--- src/rtl/pc_fetch_ctrl_if.sv ---
// PC register / instruction-memory handshake bundle for the fetch sequencer.
// master = fetch controller, slave = PC register + imem side.
interface pc_fetch_ctrl_if;
    logic [31:0] pc_cur;
    logic        pc_write;
    logic [31:0] pc_next;
    logic        imem_req;
    logic        imem_ready;
    logic        fetch_valid;

    modport master (
        input  pc_cur,
        input  imem_ready,
        output pc_write,
        output pc_next,
        output imem_req,
        output fetch_valid
    );

    modport slave (
        output pc_cur,
        output imem_ready,
        input  pc_write,
        input  pc_next,
        input  imem_req,
        input  fetch_valid
    );
endinterface

--- src/rtl/pc_fetch_ctrl.sv ---
// Fetch-stage PC sequencer: redirect > stall > +4, with redirects held across imem waits.
// Optional macro PC_MISALIGN_TRAP_EN sends misaligned targets to TRAP_VECTOR.
module pc_fetch_ctrl #(
    parameter logic [31:0] RESET_VECTOR = 32'h0000_0000,
    parameter logic [31:0] TRAP_VECTOR  = 32'h0000_0100
) (
    input  logic                   clk,
    input  logic                   rst,
    pc_fetch_ctrl_if.master        bus,
    input  logic                   stall,
    input  logic                   redirect,
    input  logic [31:0]            redirect_target,
    output logic                   flush_if_id,
    output logic                   trap_misalign
);

    typedef enum logic [1:0] {BOOT, FETCH, WAIT} state_t;

    state_t      state_q, state_d;
    logic        pend_vld_q, pend_vld_d;
    logic [31:0] pend_tgt_q, pend_tgt_d;
    logic        load_en;
    logic [31:0] load_tgt;

    always_comb begin
        state_d           = state_q;
        pend_vld_d        = pend_vld_q;
        pend_tgt_d        = pend_tgt_q;
        load_en           = 1'b0;
        load_tgt          = redirect_target;
        bus.pc_write      = 1'b0;
        bus.pc_next       = bus.pc_cur;
        bus.imem_req      = 1'b0;
        bus.fetch_valid   = 1'b0;
        flush_if_id       = 1'b0;
        trap_misalign     = 1'b0;

        case (state_q)
            BOOT: begin
                bus.pc_write = 1'b1;
                bus.pc_next  = RESET_VECTOR;
                state_d      = FETCH;
            end
            FETCH, WAIT: begin
                bus.imem_req = 1'b1;
                if (!bus.imem_ready) begin
                    // Newest redirect seen while the fetch is outstanding wins.
                    if (redirect) begin
                        pend_tgt_d = redirect_target;
                        pend_vld_d = 1'b1;
                    end
                    state_d = WAIT;
                end else begin
                    state_d    = FETCH;
                    pend_vld_d = 1'b0;
                    if (redirect) begin
                        load_en = 1'b1;
                    end else if (state_q == WAIT && pend_vld_q) begin
                        load_en  = 1'b1;
                        load_tgt = pend_tgt_q;
                    end else if (!stall) begin
                        bus.pc_write    = 1'b1;
                        bus.pc_next     = bus.pc_cur + 32'd4;
                        bus.fetch_valid = 1'b1;
                    end
                end
            end
            default: state_d = BOOT;
        endcase

        if (load_en) begin
            bus.pc_write = 1'b1;
            flush_if_id  = 1'b1;
`ifdef PC_MISALIGN_TRAP_EN
            if (load_tgt[1:0] != 2'b00) begin
                bus.pc_next   = TRAP_VECTOR;
                trap_misalign = 1'b1;
            end else begin
                bus.pc_next = load_tgt;
            end
`else
            bus.pc_next = {load_tgt[31:2], 2'b00};
`endif
        end

        // Outputs follow reset immediately, not just at the next edge.
        if (!rst) begin
            bus.pc_write    = 1'b0;
            bus.pc_next     = RESET_VECTOR;
            bus.imem_req    = 1'b0;
            bus.fetch_valid = 1'b0;
            flush_if_id     = 1'b0;
            trap_misalign   = 1'b0;
        end
    end

    always_ff @(posedge clk or negedge rst) begin
        if (!rst) begin
            state_q    <= BOOT;
            pend_vld_q <= 1'b0;
            pend_tgt_q <= 32'h0000_0000;
        end else begin
            state_q    <= state_d;
            pend_vld_q <= pend_vld_d;
            pend_tgt_q <= pend_tgt_d;
        end
    end

endmodule

--- src/flat_wrapper.sv ---
// flat-port wrapper written by rule: the top's interface ports become plain ports
module pc_fetch_ctrl_flat 
#(
    parameter logic [31:0] RESET_VECTOR = 32'h0000_0000,
    parameter logic [31:0] TRAP_VECTOR  = 32'h0000_0100
)
  (clk, rst, stall, redirect, redirect_target, flush_if_id, trap_misalign, bus_pc_cur, bus_imem_ready, bus_pc_write, bus_pc_next, bus_imem_req, bus_fetch_valid);
  pc_fetch_ctrl_if bus_i ();
  input  logic clk;
  input  logic rst;
  input  logic stall;
  input  logic redirect;
  input  logic [31:0] redirect_target;
  output logic flush_if_id;
  output logic trap_misalign;
  input wire logic [$bits(bus_i.pc_cur)-1:0] bus_pc_cur;
  input wire logic [$bits(bus_i.imem_ready)-1:0] bus_imem_ready;
  output wire logic [$bits(bus_i.pc_write)-1:0] bus_pc_write;
  output wire logic [$bits(bus_i.pc_next)-1:0] bus_pc_next;
  output wire logic [$bits(bus_i.imem_req)-1:0] bus_imem_req;
  output wire logic [$bits(bus_i.fetch_valid)-1:0] bus_fetch_valid;
  assign bus_i.pc_cur = bus_pc_cur;
  assign bus_i.imem_ready = bus_imem_ready;
  assign bus_pc_write = bus_i.pc_write;
  assign bus_pc_next = bus_i.pc_next;
  assign bus_imem_req = bus_i.imem_req;
  assign bus_fetch_valid = bus_i.fetch_valid;
  pc_fetch_ctrl #(.RESET_VECTOR(RESET_VECTOR), .TRAP_VECTOR(TRAP_VECTOR)) u_core (.clk(clk), .rst(rst), .bus(bus_i), .stall(stall), .redirect(redirect), .redirect_target(redirect_target), .flush_if_id(flush_if_id), .trap_misalign(trap_misalign));
endmodule
--- config.mk ---
export PLATFORM = sky130hd
export DESIGN_NAME = pc_fetch_ctrl_flat
export DESIGN_NICKNAME = d
export VERILOG_FILES = /design/src/rtl/pc_fetch_ctrl_if.sv /design/src/rtl/pc_fetch_ctrl.sv /design/src/flat_wrapper.sv
export SDC_FILE = /design/constraint.sdc
export NUM_CORES = 1
export LEC_CHECK = 0
export BUFFER_PORTS_ARGS = -buffer_cell sky130_fd_sc_hd__buf_2
export CAP_MARGIN = 15
export CORE_MARGIN = 2
export CORE_UTILIZATION = 30
export CTS_CLUSTER_SIZE = 12
export DETAILED_ROUTE_END_ITERATION = 8
export GPL_ROUTABILITY_DRIVEN = 0
export MAX_ROUTING_LAYER = met4
export SYNTH_ARGS = -nofsm -noshare
export SYNTH_HDL_FRONTEND = slang
export SYNTH_SLANG_ARGS = --single-unit
--- constraint.sdc ---
create_clock -name clk -period 3.4 [get_ports clk]
set_input_delay 0.51 -clock clk [delete_from_list [all_inputs] [get_ports clk]]
set_output_delay 0.51 -clock clk [all_outputs]
set_load 0.02 [all_outputs]
# Yosys cells after proc, flatten, opt, wreduce, memory -nomap -nowiden

Index checks and enable logic that the tools add are counted.

Flip-flop bits (word level): 35
Bits of input ports: 69
Output and inout port bits: 37

Add/subtract/negate cells: 1
Equal/unequal tests: 2
Mux-type cells: 32
Bitwise gates (word level): 1
Reduce and logical (&&, ||, !) cells: 6

Operator list:

| cell                                                 | count |
|---|---|
| two-way mux 32 bit                                   | 10 |
| one-hot mux 32 bit (2 select lines)                  | 1 |
| adder 32 x 3 -> 32 bit (second input constant)       | 1 |
| two-way mux 1 bit                                    | 18 |
| one-hot mux 2 bit (2 select lines)                   | 1 |
| AND reduction 3 bit                                  | 1 |
| equality test 2 x 1 -> 1 bit (second input constant) | 1 |
| equality test 2 bit (second input constant)          | 1 |
| logical NOT 2 bit                                    | 1 |
| two-way mux 2 bit                                    | 1 |
| one-hot mux 1 bit (2 select lines)                   | 1 |
| AND reduction 2 bit                                  | 1 |
| nonzero test 2 bit                                   | 1 |
| OR reduction 2 bit                                   | 1 |
| logical AND 1 bit                                    | 1 |
| NOT 1 bit                                            | 1 |

# Logic depth before layout (Yosys ltp)

Depth in word-level cells: 8
Depth in mapped cells: 8
Mapped depth without buffers: 7

# Least setup slack after synthesis

No wires, ideal clock.

Path type: reg2out
From: register u_core.state_q[1]
To: output bus_pc_next[19]
Arrival time: 1.874 ns
Data required time: 2.890 ns
Slack: 1.016 ns
Stages on the path, launching flop included: 9
Buffers on the path: 1
Cell sequence: dfrtp_1 > inv_1 > ha_1 > nand2_1 > nor3_2 > buf_2 > nand2_1 > a31o_2 > a21oi_1

Cells in the longest elaborated chain, start to end: 8

RTL lines:

| element                                                           | line                                     | RTL |
|---|---|---|
| from (decl)                                                       | pc_fetch_ctrl.sv:19                      | `state_t state_q, state_d;` |
| from (signal assigned)                                            | pc_fetch_ctrl.sv:103                     | `state_q <= state_d;` |
| equality test 2 bit                                               | pc_fetch_ctrl.sv:38, pc_fetch_ctrl.sv:58 |  |
| logical AND 1 bit                                                 | pc_fetch_ctrl.sv:58                      | `end else if (state_q == WAIT && pend_vld_q) begin` |
| two-way mux 32 bit or two-way mux 1 bit (tied branches)           | pc_fetch_ctrl.sv:58                      |  |
| two-way mux 32 bit or two-way mux 1 bit (tied branches)           | pc_fetch_ctrl.sv:56                      | `if (redirect) begin` |
| two-way mux 32 bit or two-way mux 1 bit (tied branches)           | pc_fetch_ctrl.sv:46                      | `if (!bus.imem_ready) begin` |
| one-hot mux 32 bit (2 select lines), or another cell as far along | pc_fetch_ctrl.sv:38                      | `case (state_q)` |
| two-way mux 32 bit (*)                                            | pc_fetch_ctrl.sv:71                      | `if (load_en) begin` |
| two-way mux 32 bit (*)                                            | pc_fetch_ctrl.sv:87                      | `if (!rst) begin` |
| to (decl)                                                         | flat_wrapper.sv:19                       | `output wire logic [$bits(bus_i.pc_next)-1:0] bus_pc_next;` |

Mark *: on every way between the ends. The rest lies on a longest branch, timed or not.

# Final worst setup path

From: register u_core.state_q[1]
To: output bus_pc_next[4]

Same word-level chain as after synthesis.

==> results.cfg <==
[run_status]
outcome = finished, final reports clean

[grt]
track_usage_pct = 16.7
grt_first_pass_wirelength_um = 13200
grt_max_degree = 42
grt_overflow = 0
antenna_found_initial = 0
grt_pass1_vias = 2568

[routing]
met3_length_um = 465
drt_iter0_drc = 106
vias = 2652
postRouteAntennaNets = 0
met1Wirelength_um = 3900
routed_wl_um = 8410
viasPerCell = 4.98
top_layer = met4
routed-wl-met2_um = 3970
wl_per_cell_um = 15.8
drc = 0
dr.pass1.iters = 4

[logic_synthesis]
synth_enable_flop_cells = 0
syn_inst = 305
synth_compound_area_share_pct = 10.9
seq_area_frac_synth_pct = 28.8
synth_fp_nets = 378
synth-xor-area-share_pct = 8.24
synth_top_family_by_area = simple AND/OR/NAND/NOR gates
synthDistinctLibCells = 46
yosys_warnings = 0
avgSynthCellArea_um2 = 9.41
synthArstFlopShare_pct = 100
ys_ff_latch = 33
synthAdderAreaFrac_pct = 1.74
syn_area_mm2 = 0.00287
muxShareOfSynthArea_pct = 20.2
synth_top_flop_cell = dfrtp_1
yosys.area_share.simple_pct = 24.8

[timing]
relSlewSlack_pct = 55.4
worst_pin_slew_ns = 0.665
post-route-min-period_ns = 3.11
max_freq_mhz = 322
finalSetupViolations = 0
slew_violations = 0
fin_skew_ns = 0.0121
timing.final.crit_share_pct = 91.5
hold_violations = 0
setup_tns_ns = 0
rsz0062_at_grt = no

[clocking]
cts_buffers = 5
root_buffer = clkbuf_8
cts_buffer_depth = 2
cts_sinks = 33
cts.clk_slew.worst_paths_ns = 0.08
clock_latency_ns = 0.29
cts_tree = built
cts_max_level = 2
cts_setup_buffers = 0

[floorplanning]
start_util_pct = 31.0
io_pins = 106
die_area_mm2 = 0.0104
die_w_um = 102
rows = 35
design.core.area_mm2 = 0.00924
die_h_um = 102

[setup_path]
end_kind = primary output
crit_cells = 9
reg2reg_depth = 5
cp_data_required_time_ns = 2.89
cp_cell_sequence = inv_1 > ha_2 > nand2_1 > nor3_4 > buf_4 > mux2i_1 > o22ai_1 > and2_1 > buf_2
crit_fanout = 19
timing.critical_path.buf_inv = 3
critPathLaunchType = flop
worstSetupPathType = flop to primary output
crit_family = simple AND/OR/NAND/NOR gates
slowest_delay_ns = 0.44
cp_slowest_cell = ha_2
cp.arrival_ns = 2.60

[finish]
drive_gt1_share_pct = 43.4
finalNetCount = 475
diodes = 0
syn2layout_area_growth_pct = 25.9

[power_and_ir_drop]
p_per_area_mw_per_mm2 = 641
finalPower_w = 0.00231
ir_worst_vdd_mv = 0.365
p_leak_nw = 1.55

[run]
maxCapViolCount = 0

[hold_path]
hold_path_class = primary input to asynchronous set/reset pin

[place]
dp_hpwl_um = 6400
io_buffers = 102
report_power, final:
part / internal (W) / switching [W] / total (W)
clock network: 0.000183 / 0.000151 / 0.000334
logic: 0.000567 / 0.000722 / 0.00129
registers: 0.000595 / 0.0000963 / 0.000692
total: 0.00135 / 0.000969 / 0.00231
per-layer routing:
layer | global-route usage [%] | up-vias
li1 | - | 1309
met1 | 22.6 | 1254
met2 | 25.9 | 85
met3 | 3.66 | 4
met4 | 2.91 | 0
met5 | - | -
Yosys cell counts (7+ instances only):
library cell | number | share of area [%]
mux2i_1 | 22 | 7.7
dfrtp_1 | 33 | 29
o22ai_1 | 20 | 4.4
a21oi_1 | 12 | 2.1
nand3_1 | 13 | 2.3
inv_1 | 9 | 1.2
nand2_1 | 28 | 3.7
nor2_1 | 8 | 1.0
and3_1 | 9 | 2.0
mux2_2 | 30 | 12
nand4_1 | 8 | 1.7
xnor2_1 | 20 | 6.1
clkbuf_1 | 9 | 1.2
xor2_1 | 7 | 2.1
nor3_2 | 10 | 3.5
flip-flops by register name (all words and copies together) (netlist names):
signal             flops
u_core.pend_tgt_q     30
u_core.pend_vld_q      1
u_core.state_q         2
what timing repair did:
| action | in CTS | in global routing |
|---|---|---|
| endpoints found under the setup margin | 0 | 2 |
| gates resized for setup | 0 | 1 |
| hold buffers | 0 | 0 |
worst register-to-register path: cells and delay by family (launching register included):
| kind | cells | cell delay (ns) |
|---|---|---|
| simple gates | 1 | 0.11 |
| buf+inv | 2 | 0.45 |
| flops | 1 | 0.39 |
| mux | 1 | 0.41 |
| fa+ha+maj | 1 | 0.35 |
final cells by class:
cell class | instances | area, um2
fill | 935 | 5630
multi-input combinational | 243 | 1910
sequential | 33 | 826
timing repair buffer | 110 | 583
tap | 129 | 161
clock buffer | 7 | 96.3
inverter | 9 | 33.8
clock inverter | 1 | 5.00
cell families (layout without fill, tap and decap cells):
group / count (synthesis) / count (layout)
xor+xnor: 27 / 27
fa+ha+maj: 4 / 4
other cells: 1 / 1
buf+inv: 29 / 127
compound gates: 49 / 49
flops: 33 / 33
mux: 54 / 54
simple gates: 108 / 108
cell usage in the layout, fill, tap and decap left out, drive strengths merged, types with 2 or more instances in the layout:
cell type / count
mux2i: 22
ha: 4
nor2b: 3
and2: 6
clkbuf: 7
o21ai: 4
a31oi: 2
o22ai: 20
o2bb2ai: 2
buf: 110
nor4b: 2
nor2: 8
nand3: 13
nand2: 28
a31o: 4
nand4: 10
a221o: 2
nor3: 13
xor2: 7
and3: 9
xnor2: 20
and4: 4
nor4: 5
a21oi: 13
mux2: 32
dfrtp: 33
inv: 9
worst paths after layout:
kind / start / slack (ns) / to
setup reg to reg: u_core.state_q[0]$_DFF_PN0_ / 1.57 / u_core.pend_tgt_q[9]$_DFFE_PN0P_
setup / recovery: u_core.state_q[1]$_DFF_PN0_ / 0.29 / bus_pc_next[4]
hold / removal: rst / 0.29 / u_core.state_q[0]$_DFF_PN0_
min in group clk: bus_imem_ready / 0.46 / u_core.state_q[1]$_DFF_PN0_
hold reg to reg: u_core.pend_tgt_q[13]$_DFFE_PN0P_ / 0.51 / u_core.pend_tgt_q[13]$_DFFE_PN0P_
max in group asynchronous: rst / 2.76 / u_core.pend_tgt_q[8]$_DFFE_PN0P_
through the flow:
step / setup WS [ns] / hold slack (ns) / cell area, um2 / utilization [%] / cells
after global placement: 0.577 / 0.486 / 3510 / 38.0 / 524
after global routing: 0.0833 / 0.337 / 3610 / 39.1 / 532
after CTS: 0.179 / 0.312 / 3610 / 39.1 / 532
final: 0.290 / 0.287 / 3610 / 39.1 / 532
after detailed placement: 0.515 / 0.492 / 3510 / 38.0 / 524
after floorplan: 1.02 / 0.214 / 2870 / - / 305
Power figures use the tool's default switching activity.
